File: config.mk
export PLATFORM = sky130hd
export DESIGN_NAME = load_store_unit
export DESIGN_NICKNAME = d
export VERILOG_FILES = /design/src/rtl/proc_pkg.sv /design/src/rtl/lsu_store_align.sv /design/src/rtl/load_store_unit.sv
export SDC_FILE = /design/constraint.sdc
export NUM_CORES = 1
export LEC_CHECK = 0
export BUFFER_PORTS_ARGS = -buffer_cell sky130_fd_sc_hd__buf_2
export CAP_MARGIN = 5
export CORE_UTILIZATION = 45
export DETAILED_ROUTE_END_ITERATION = 7
export GPL_ROUTABILITY_DRIVEN = 0
export PLACE_DENSITY = 0.72
export SETUP_SLACK_MARGIN = 0.15
export SLEW_MARGIN = 5
export SYNTH_ARGS = -nofsm -noshare
export SYNTH_HDL_FRONTEND = slang
export SYNTH_HIERARCHICAL = 1
export SYNTH_SLANG_ARGS = --single-unit
File: constraint.sdc
create_clock -name clk_i -period 2.9 [get_ports clk_i]
set_clock_uncertainty 0.2 [all_clocks]
set_input_delay 0.435 -clock clk_i [delete_from_list [all_inputs] [get_ports clk_i]]
set_output_delay 0.435 -clock clk_i [all_outputs]
set_load 0.1 [all_outputs]
File: src/rtl/proc_pkg.sv
// Shared processor encodings: load/store funct3 values, LSU state and the
// registered data-memory request bundle.
package proc_pkg;

    localparam logic [2:0] LOAD_B  = 3'b000;
    localparam logic [2:0] LOAD_H  = 3'b001;
    localparam logic [2:0] LOAD_W  = 3'b010;
    localparam logic [2:0] LOAD_BU = 3'b100;
    localparam logic [2:0] LOAD_HU = 3'b101;

    localparam logic [2:0] STORE_B = 3'b000;
    localparam logic [2:0] STORE_H = 3'b001;
    localparam logic [2:0] STORE_W = 3'b010;

    localparam logic [1:0] SIZE_B = 2'b00;
    localparam logic [1:0] SIZE_H = 2'b01;
    localparam logic [1:0] SIZE_W = 2'b10;

    typedef enum logic [1:0] {
        IDLE = 2'b00,
        REQ  = 2'b01,
        WAIT = 2'b10
    } lsu_state_t;

    typedef struct packed {
        logic        we;
        logic [31:0] addr;
        logic [3:0]  be;
        logic [31:0] wdata;
    } dm_req_t;

    // Access size lives in the low two funct3 bits for both loads and stores.
    function automatic logic [1:0] access_size(input logic [2:0] funct3);
        return funct3[1:0];
    endfunction

endpackage

File: src/rtl/lsu_store_align.sv
// Purpose: byte-enable / write-data steering and misalignment detect (LSU_MISALIGN_TRAP_EN).
// Latency: purely combinational, zero cycles.
// Backpressure: none; outputs are consumed when the LSU accepts an op.
module lsu_store_align
    import proc_pkg::*;
(
    input  logic        is_store,
    input  logic [1:0]  size,
    input  logic [1:0]  addr_lo,
    input  logic [31:0] store_data,
    output logic [3:0]  be,
    output logic [31:0] wdata,
    output logic        misalign
);

    logic [1:0] off_eff;

    always_comb begin
        misalign = 1'b0;
        off_eff  = addr_lo;
`ifdef LSU_MISALIGN_TRAP_EN
        misalign = ((size == SIZE_H) && addr_lo[0]) ||
                   ((size == SIZE_W) && (addr_lo != 2'b00));
`endif
        // Offset bits that cannot apply to the access size are ignored.
        if (size == SIZE_H) begin
            off_eff = {addr_lo[1], 1'b0};
        end else if (size == SIZE_W) begin
            off_eff = 2'b00;
        end

        be    = 4'b1111;
        wdata = store_data;
        case (size)
            SIZE_B: begin
                be    = 4'b0001 << off_eff;
                wdata = {4{store_data[7:0]}};
            end
            SIZE_H: begin
                be    = off_eff[1] ? 4'b1100 : 4'b0011;
                wdata = {2{store_data[15:0]}};
            end
            default: begin
                be    = 4'b1111;
                wdata = store_data;
            end
        endcase

        if (!is_store) begin
            be = 4'b1111;
        end
    end

endmodule

File: src/rtl/load_store_unit.sv
// Purpose: single-outstanding data-memory load/store FSM with timeout and flush (LSU_MISALIGN_TRAP_EN optional).
// Latency: request one cycle after accept; load data visible in the rvalid cycle, 2 cycles minimum.
// Backpressure: stall_o holds the pipeline through REQ and WAIT until rvalid, timeout or abort.
module load_store_unit
    import proc_pkg::*;
#(
    parameter int unsigned TIMEOUT_CYC = 255
) (
    input  logic        clk_i,
    input  logic        rst_i,
    input  logic        x_valid_i,
    input  logic        x_is_store_i,
    input  logic [2:0]  x_funct3_i,
    input  logic [31:0] x_addr_i,
    input  logic [31:0] x_store_data_i,
    input  logic        m_flush_i,
    output logic        dm_req_o,
    output logic        dm_we_o,
    output logic [31:0] dm_addr_o,
    output logic [3:0]  dm_be_o,
    output logic [31:0] dm_wdata_o,
    input  logic        dm_gnt_i,
    input  logic        dm_rvalid_i,
    input  logic [31:0] dm_rdata_i,
    output logic        stall_o,
    output logic [31:0] m_dm_dout_o,
    output logic        misalign_o,
    output logic        bus_err_o
);

    lsu_state_t  state_q;
    dm_req_t     req_q;
    logic        req_vld_q;
    logic        is_store_q;
    logic        squash_q;
    logic [15:0] cnt_q;
    logic [16:0] cnt_nxt;
    logic        timeout;
    logic [31:0] hold_q;
    logic        misalign_q;
    logic        bus_err_q;

    logic [3:0]  al_be;
    logic [31:0] al_wdata;
    logic        al_misalign;
    logic        f3_sign_unused;

    // Sign/zero extension happens in writeback; only the size bits matter here.
    assign f3_sign_unused = x_funct3_i[2];

    lsu_store_align u_align (
        .is_store   (x_is_store_i),
        .size       (access_size(x_funct3_i)),
        .addr_lo    (x_addr_i[1:0]),
        .store_data (x_store_data_i),
        .be         (al_be),
        .wdata      (al_wdata),
        .misalign   (al_misalign)
    );

    assign cnt_nxt = {1'b0, cnt_q} + 17'd1;
    assign timeout = (cnt_nxt >= 17'(TIMEOUT_CYC));

    always_ff @(posedge clk_i) begin
        if (rst_i) begin
            state_q    <= IDLE;
            req_q      <= '0;
            req_vld_q  <= 1'b0;
            is_store_q <= 1'b0;
            squash_q   <= 1'b0;
            cnt_q      <= '0;
            hold_q     <= '0;
            misalign_q <= 1'b0;
            bus_err_q  <= 1'b0;
        end else begin
            misalign_q <= 1'b0;
            bus_err_q  <= 1'b0;
            case (state_q)
                IDLE: begin
                    if (x_valid_i) begin
                        if (al_misalign) begin
                            misalign_q <= 1'b1;
                        end else begin
                            state_q     <= REQ;
                            req_vld_q   <= 1'b1;
                            req_q.we    <= x_is_store_i;
                            req_q.addr  <= {x_addr_i[31:2], 2'b00};
                            req_q.be    <= al_be;
                            req_q.wdata <= al_wdata;
                            is_store_q  <= x_is_store_i;
                            squash_q    <= 1'b0;
                            cnt_q       <= '0;
                        end
                    end
                end
                REQ: begin
                    cnt_q <= cnt_nxt[15:0];
                    // A grant commits the access even if a flush arrives with it.
                    if (dm_gnt_i) begin
                        state_q   <= WAIT;
                        req_vld_q <= 1'b0;
                        if (m_flush_i) begin
                            squash_q <= 1'b1;
                        end
                    end else if (m_flush_i) begin
                        state_q   <= IDLE;
                        req_vld_q <= 1'b0;
                    end else if (timeout) begin
                        state_q   <= IDLE;
                        req_vld_q <= 1'b0;
                        bus_err_q <= 1'b1;
                        hold_q    <= '0;
                    end
                end
                WAIT: begin
                    cnt_q <= cnt_nxt[15:0];
                    if (dm_rvalid_i) begin
                        state_q <= IDLE;
                        if (!is_store_q && !squash_q && !m_flush_i) begin
                            hold_q <= dm_rdata_i;
                        end
                    end else if (timeout) begin
                        state_q   <= IDLE;
                        bus_err_q <= 1'b1;
                        hold_q    <= '0;
                    end else if (m_flush_i) begin
                        squash_q <= 1'b1;
                    end
                end
                default: begin
                    state_q   <= IDLE;
                    req_vld_q <= 1'b0;
                end
            endcase
        end
    end

    assign dm_req_o    = req_vld_q;
    assign dm_we_o     = req_q.we;
    assign dm_addr_o   = req_q.addr;
    assign dm_be_o     = req_q.be;
    assign dm_wdata_o  = req_q.wdata;
    assign misalign_o  = misalign_q;
    assign bus_err_o   = bus_err_q;

    assign stall_o     = (state_q == REQ) || ((state_q == WAIT) && !dm_rvalid_i);
    assign m_dm_dout_o = ((state_q == WAIT) && dm_rvalid_i) ? dm_rdata_i : hold_q;

endmodule
==> results.json, run 1 <==
{
  "io_pins": 211,
  "fillers": 1221,
  "synthTopCellsByArea": "dfxtp_1, nand2_1, a21oi_1, nand4_1, nor2_1",
  "htreeDepth": 4,
  "vias": 6313,
  "synthArstFlopShare_pct": 0,
  "setup_viol": 0,
  "die_y_um": 119.2,
  "r2r-start": "cnt_q[4]",
  "pre_cts_ws_ps": 329.5,
  "antenna_found_initial": 0,
  "status": "finished clean",
  "setup.worst_path.start": "state_q[0]",
  "synth_seq_cells": 121,
  "synth_warnings": 6,
  "synth_cells": 860,
  "cts_sinks": 121,
  "crit_path_end": "m_dm_dout_o[4]",
  "p_leak_nw": 3.642,
  "multiInputGateArea_sq_mm": 0.003362,
  "power_density_mw_per_mm2": 960.2,
  "cts_root_buffer": "clkbuf_16",
  "top_usage_layer": "met2",
  "dr.pass1.iters": 5,
  "cts_tree": "built",
  "routed_via_density": 5.187,
  "cp.required_ps": 2270,
  "r2r_setup_slack_ps": 410,
  "dieWidth_um": 119.2,
  "reg2reg_to": "state_q[0]",
  "grt_pass1_wl_um": 26900,
  "synth_top_area_cell": "dfxtp_1",
  "cts_made_buffers": 17,
  "hold_class": "input port to flip-flop",
  "insertion_delay_ps": 410,
  "area_growth_pct": 35.48,
  "routedWlPerCell_um": 13.65,
  "synth.top_cells.by_count": "nand2_1, a21oi_1, dfxtp_1, nor2_1, clkbuf_1",
  "hold_buffers": 0,
  "dpl.hpwl_um": 11240,
  "final.period_utilization_pct": 89.36,
  "dieArea_sq_mm": 0.01422,
  "ant_nets": 0,
  "peakVddDrop_mv": 0.5242,
  "syn_area_per_cell_sq_um": 7.193,
  "finalWorstSetupSlack_ps": 308.5,
  "clkTransAtPathRegs_ps": 60,
  "antenna-diode-count": 0,
  "tns_ps": 0,
  "reg2regPathDepth": 7,
  "hold_viol": 0,
  "synth_area_sq_mm": 0.006186,
  "clockBufferDepth": 2,
  "path_class": "flip-flop to output pin",
  "grt-ovfl-total": 0,
  "coreArea_sq_mm": 0.01335,
  "rsz0062_at_grt": "false",
  "synth_top_flop_cell": "dfxtp_1",
  "cp-end-kind": "output pin",
  "synth_cell_types": 58,
  "dr.first_iter.drc_count": 619,
  "grt_use_met1_pct": 30.47,
  "cap_viol_max_count": 0,
  "path_max_fanout": 32,
  "grt_pass1_vias": 5587,
  "final_nets": 1141,
  "cp.arrival_ps": 1960,
  "slew_headroom_pct": 41.05,
  "gr-usage-met3_pct": 5.460,
  "grtUsageTotal_pct": 23.29,
  "rows": 42,
  "grt_max_degree": 82,
  "max_freq_mhz": 385.9,
  "synth_edf_count": 0,
  "regArea_sq_mm": 0.002422,
  "cp-start-kind": "flip-flop",
  "wl_um": 16610,
  "layout_min_cycle_time_ps": 2591,
  "worst_pin_slew_ps": 884.2,
  "drc": 0,
  "use_met2_pct": 37.43,
  "initial_core_util_pct": 46.34,
  "synth.most_common_cell": "nand2_1",
  "slew_viol_final": 0,
  "synth-seq-area-share_pct": 39.16,
  "drive_above_1_share_pct": 27.76,
  "netlist.area_leader.share_pct": 39.16,
  "numPortBuffers": 207
}
-- power breakdown --
group / internal (W) / switching (W)
combinational: 0.00106 / 0.00284
sequential: 0.00188 / 0.000130
clock: 0.00137 / 0.000762
-- sequential cells by signal, indices dropped and copies added (netlist names) --
name and cells:
misalign_o 1, cnt_q 16, hold_q 32, state_q 2, is_store_q 1, dm_be_o 4, dm_addr_o 30, dm_wdata_o 32
squash_q 1, dm_req_o 1, bus_err_o 1
-- cell families after synthesis --
kind of cell	after synthesis	synth area share [%]
AOI/OAI and AO/OA	198	17.46
muxes	28	4.955
xor gates and xnor gates	3	0.4248
buffers and inverters	89	6.998
DFF	121	39.16
adders and majority gates	6	1.214
and+or+nand+nor	413	29.67
other	2	0.1214
-- metrics by stage --
stage	cell area, sq um	hold WS (ps)	instances	total power [W]	util (%)
global placement	7762	238.3	1185	0.005894	58.16
detailed placement	7762	243.0	1185	0.005938	58.16
global route	8381	41.39	1217	0.008396	62.79
floorplan	6190	260.1	861	0.004839	-
CTS	8362	36.87	1216	0.008082	62.65
finish	8381	52.89	1217	0.008047	62.79
-- routing by layer --
layer | routed length [um] | vias up
li1 | - | 3227
met1 | 7593 | 2863
met2 | 7948 | 206
met3 | 833 | 17
met4 | 236 | 0
met5 | 0 | -
-- worst max-delay path, cell delays in order (launching register included) --
cell and delay (ps):
dfxtp_1 330, inv_1 90, ha_2 250, and2_1 200
buf_8 230, nand2_1 120, nand2_1 110, buf_12 180
-- cells in the final DEF (no fill, tap or decap), types with 3 or more instances in the layout --
| cell | n |
|---|---|
| clkinv_4 | 3 |
| bufinv_16 | 3 |
| nor2b_1 | 4 |
| buf_4 | 15 |
| mux2i_1 | 9 |
| a21o_1 | 3 |
| dfxtp_1 | 121 |
| nand4_1 | 35 |
| mux2_2 | 17 |
| clkbuf_1 | 3 |
| nand2b_1 | 7 |
| nand4b_1 | 3 |
| conb_1 | 3 |
| buf_2 | 174 |
| or3_1 | 5 |
| nor3_1 | 11 |
| nand3_1 | 6 |
| o21ai_1 | 8 |
| a21oi_1 | 153 |
| clkbuf_16 | 17 |
| nor2_1 | 58 |
| inv_1 | 11 |
| buf_12 | 37 |
| nand2_1 | 263 |
| o21ai_0 | 16 |
| ha_1 | 5 |
-- worst min-delay path by stage --
stage	start	to	slack, ps	cells after the start
floorplan	hold_q[10]	hold_q[10]	260	2
global placement	dm_addr_o[19]	dm_addr_o[19]	240	2
detailed placement	dm_addr_o[11]	dm_addr_o[11]	240	2
CTS	x_addr_i[25]	dm_addr_o[25]	40	3
global route	x_addr_i[16]	dm_addr_o[16]	40	3
finish	x_addr_i[24]	dm_addr_o[24]	50	3
-- cell type report --
type                    instances  area share, %
well taps                     176          2.628
repair buffers                227          20.75
multi-input cells             651          40.12
inverters                      11         0.4927
flip-flops and latches        121          28.90
clock inverters                10          1.732
clock buffers                  21          5.375
-- timing repair --
action / in CTS / in global routing
setup buffers: 0 / 1
pin swaps: 0 / 1
resized for setup: 1 / 3
endpoints found under the setup margin: 5 / 34
Note: power is estimated with default switching activity, not from simulation.
==> run 2, diff against run 1 <==
--- a/config.mk
+++ b/config.mk
@@ -8,6 +8,7 @@
 export BUFFER_PORTS_ARGS = -buffer_cell sky130_fd_sc_hd__buf_2
 export CAP_MARGIN = 5
 export CORE_UTILIZATION = 45
+export CTS_BUF_LIST = sky130_fd_sc_hd__clkbuf_8
 export DETAILED_ROUTE_END_ITERATION = 7
 export GPL_ROUTABILITY_DRIVEN = 0
 export PLACE_DENSITY = 0.72
==> results.json, run 2 (same netlist as run 1, synthesis figures left out) <==
{
  "dieWidth_um": 119.2,
  "final_area_sq_mm": 0.008377,
  "routedWlPerCell_um": 13.77,
  "coreArea_sq_mm": 0.01335,
  "grt_max_degree": 82,
  "rows": 42,
  "antenna-diode-count": 0,
  "status": "finished clean",
  "hold_viol": 0,
  "rsz0062_at_grt": "false",
  "dpl_cell_area_sq_mm": 0.007762,
  "grtUsageTotal_pct": 23.80,
  "dieArea_sq_mm": 0.01422,
  "cp.required_ps": 2270,
  "layout_min_cycle_time_ps": 2567,
  "cts_tree": "built",
  "vias": 6371,
  "initial_core_util_pct": 46.34,
  "wl_um": 17010,
  "final_cell_mix": "nand2_1, buf_2, a21oi_1",
  "htreeDepth": 4,
  "r2r_setup_slack_ps": 400,
  "setup_viol": 0,
  "drc": 0,
  "grt_pass1_vias": 5662,
  "peakVddDrop_mv": 0.4777,
  "slew_headroom_pct": 40.91,
  "cp_top_family": "buffers and inverters",
  "final.period_utilization_pct": 88.51,
  "die_y_um": 119.2,
  "cp.arrival_ps": 1930,
  "ant_nets": 0,
  "slew_viol_final": 0,
  "area_growth_pct": 35.42,
  "drive_above_1_share_pct": 27.38,
  "dr.first_iter.drc_count": 606,
  "io_pins": 211,
  "cp-end-kind": "output pin",
  "cts_made_buffers": 17,
  "final_common_cell": "nand2_1",
  "cp-start-kind": "flip-flop",
  "final_cells": 1235,
  "dp.cells": 1185,
  "worst_pin_slew_ps": 886.3,
  "numPortBuffers": 207,
  "path_class": "flip-flop to output pin",
  "hold_class": "input port to flip-flop",
  "cpMaxStageDelayCell": "dfxtp_1",
  "grt-ovfl-total": 0,
  "insertion_delay_ps": 450,
  "clkTransAtPathRegs_ps": 80,
  "cap_viol_max_count": 0,
  "dr.pass1.iters": 5,
  "cpPeakStageDelay_ps": 340,
  "p_leak_nw": 3.645,
  "final_nets": 1159,
  "clockBufferDepth": 2,
  "crit_chain": "inv_1 > ha_2 > and2_4 > buf_12 > nand2_1 > nand2_1 > buf_12",
  "grt_pass1_wl_um": 27430,
  "path_max_fanout": 32,
  "cts_root_buffer": "clkbuf_8",
  "routed_via_density": 5.159,
  "tns_ps": 0,
  "dpl.hpwl_um": 11240,
  "power_density_mw_per_mm2": 896.0,
  "cts_sinks": 121,
  "antenna_found_initial": 0,
  "crit_buf_inv": 3,
  "max_freq_mhz": 389.6
}
-- run 2: area by class of cell --
class | count | area (sq um)
repair buffers | 245 | 1924
flip-flops and latches | 121 | 2422
clock inverters | 13 | 156.4
well taps | 176 | 220.2
inverters | 11 | 41.29
multi-input cells | 651 | 3364
fillers | 1217 | 4971
clock buffers | 18 | 247.7
-- run 2: routing by layer --
metal / part of all wire, % / GRT usage [%]
met5: 0 / 0
met4: 1.5 / 7.199
met3: 5.4 / 6.561
met2: 47 / 37.97
met1: 46 / 31.12
-- run 2: final timing paths --
path,startpoint,to,depth (start not counted)
hold / removal,x_addr_i[5],dm_addr_o[5],3
setup reg to reg,cnt_q[4],state_q[0],7
hold reg to reg,dm_addr_o[11],dm_addr_o[11],2
setup / recovery,state_q[0],m_dm_dout_o[4],7
-- run 2: stage by stage --
step,power [W],hold slack (ps),utilization [%],worst slack (ps)
finish,0.007505,25.27,62.76,333.3
floorplan,0.004839,260.1,-,200.8
detailed placement,0.005938,243.0,58.16,329.5
CTS,0.007514,0.9713,62.41,155.5
global route,0.007851,1.732,62.76,210.2
global placement,0.005894,238.3,58.16,360.9
-- run 2: what timing repair did --
item,in CTS,in global routing
hold buffers,16,2
setup endpoints to repair,32,34
resized for setup,1,5
hold endpoints to repair,16,2
buffers inserted,0,1
pin swaps,0,1
-- run 2: worst reg2reg max path, stage by stage, from the launching register on --
cell and delay, ps:
dfxtp_1 450, nand3_1 240, or3_1 460, mux2i_2 200, a211oi_4 320, buf_4 210, nand3_1 90, a211oi_1 230
-- run 2: where the power goes --
| group | internal (W) | switching (W) | leakage, nW |
|---|---|---|---|
| clock network | 0.000862 | 0.000702 | 0.209 |
| logic | 0.00108 | 0.00285 | 2.45 |
| registers | 0.00188 | 0.000130 | 0.983 |
==> run 3, diff against run 2 <==
--- a/config.mk
+++ b/config.mk
@@ -7,6 +7,7 @@
 export LEC_CHECK = 0
 export BUFFER_PORTS_ARGS = -buffer_cell sky130_fd_sc_hd__buf_2
 export CAP_MARGIN = 5
+export CORE_ASPECT_RATIO = 1.1
 export CORE_UTILIZATION = 45
 export CTS_BUF_LIST = sky130_fd_sc_hd__clkbuf_8
 export DETAILED_ROUTE_END_ITERATION = 7
@@ -18,3 +19,4 @@
 export SYNTH_HDL_FRONTEND = slang
 export SYNTH_HIERARCHICAL = 1
 export SYNTH_SLANG_ARGS = --single-unit
+export TNS_END_PERCENT = 50
==> results.json, run 3 (same netlist as run 1, synthesis figures left out) <==
{
  "drc": 0,
  "ant_nets": 0,
  "hold_viol": 0,
  "insertion_delay_ps": 440,
  "cts_made_buffers": 17,
  "slew_viol_final": 0,
  "cp-end-kind": "output pin",
  "die_y_um": 125.0,
  "antenna_found_initial": 0,
  "grt_pass1_wl_um": 27290,
  "final.period_utilization_pct": 89.43,
  "grt_max_degree": 70,
  "postCtsSetupBuffers": 0,
  "path_class": "flip-flop to output pin",
  "routedWlPerCell_um": 13.67,
  "grtUsageTotal_pct": 23.64,
  "setup_viol": 0,
  "area_growth_pct": 34.57,
  "wl_um": 16820,
  "rows": 44,
  "power_density_mw_per_mm2": 925.9,
  "cts_sinks": 121,
  "vias": 6369,
  "cp.required_ps": 2270,
  "cp-start-kind": "flip-flop",
  "antenna-diode-count": 0,
  "p_leak_nw": 3.629,
  "tns_ps": 0,
  "cp.arrival_ps": 1960,
  "dieWidth_um": 113.8,
  "peakVddDrop_mv": 0.5266,
  "grt_pass1_vias": 5751,
  "clockBufferDepth": 2,
  "final_nets": 1146,
  "cts_tree": "built",
  "final_area_sq_mm": 0.008324,
  "fillers": 1240,
  "htreeDepth": 4,
  "hold_class": "input port to flip-flop",
  "dr.first_iter.drc_count": 507,
  "coreArea_sq_mm": 0.01332,
  "io_pins": 211,
  "rsz0062_at_grt": "false",
  "status": "finished clean",
  "dpl.hpwl_um": 11410,
  "dr.pass1.iters": 5,
  "final_cell_mix": "nand2_1, buf_2, a21oi_1",
  "clkTransAtPathRegs_ps": 70,
  "path_max_fanout": 18,
  "dpl_cell_area_sq_mm": 0.007787,
  "drive_above_1_share_pct": 27.79,
  "cts_root_buffer": "clkbuf_8",
  "layout_min_cycle_time_ps": 2594,
  "slew_headroom_pct": 51.46,
  "grt-ovfl-total": 0,
  "cap_viol_max_count": 0,
  "worst_pin_slew_ps": 728.1,
  "initial_core_util_pct": 46.43,
  "max_freq_mhz": 385.6,
  "numPortBuffers": 207,
  "dieArea_sq_mm": 0.01422,
  "final_common_cell": "nand2_1",
  "routed_via_density": 5.174
}
-- run 3: path summary, 6_finish.rpt --
| path | from | end | slack [ps] | cells after the start |
|---|---|---|---|---|
| worst max register to register | cnt_q[4] | hold_q[18] | 360 | 7 |
| worst min-delay path | x_addr_i[10] | dm_addr_o[10] | 30 | 3 |
| worst max-delay path | state_q[0] | m_dm_dout_o[13] | 310 | 7 |
| worst min register to register | dm_addr_o[5] | dm_addr_o[5] | 250 | 2 |
-- run 3: metal layers --
metal | global-route usage, % | vias to the layer above | share of wire, % | routed length [um]
met5 | 0 | - | 0 | 0
met4 | 9.091 | 0 | 2.3 | 387
met3 | 5.187 | 32 | 5.2 | 869
met2 | 38.56 | 212 | 48 | 8017
met1 | 30.42 | 2884 | 45 | 7548
li1 | - | 3241 | - | -
-- run 3: layout make-up --
type	count	area, sq um	share of cell area (%)
clock buffers	19	261.5	3.141
clock inverters	13	200.2	2.405
inverters	11	41.29	0.4960
multi-input cells	651	3377	40.57
flip-flops and latches	121	2422	29.10
well taps	184	230.2	2.766
repair buffers	232	1792	21.52
-- run 3: metrics by stage --
step / setup WS (ps) / hold slack, ps / util, % / std cells / total power [W]
floorplan: 200.8 / 260.1 / - / 861 / 0.004839
global placement: 375.2 / 238.2 / 58.45 / 1195 / 0.005906
detailed placement: 312.4 / 243.2 / 58.45 / 1195 / 0.005942
CTS: 209.4 / 0.1792 / 62.30 / 1231 / 0.007711
global route: 173.9 / 5.819 / 62.48 / 1231 / 0.008045
finish: 306.5 / 26.27 / 62.48 / 1231 / 0.007707
-- run 3: power breakdown --
part / internal, W / switching, W / leakage [nW]
sequential: 0.00188 / 0.000132 / 0.983
combinational: 0.00107 / 0.00286 / 2.41
clock: 0.00107 / 0.000698 / 0.240
-- run 3: repair_timing --
| action | CTS | global route |
|---|---|---|
| hold buffers | 4 | 0 |
| resized for setup | 3 | 4 |
| endpoints found under the setup margin | 32 | 50 |
| pin swaps | 0 | 0 |
| endpoints found under the hold margin | 4 | 0 |
-- run 3: critical path, stage by stage, from the launching register on --
cell,delay (ps)
dfxtp_1,390
inv_1,110
ha_4,200
nand2_4,200
buf_4,230
nand2_1,70
nand2_1,130
buf_12,190
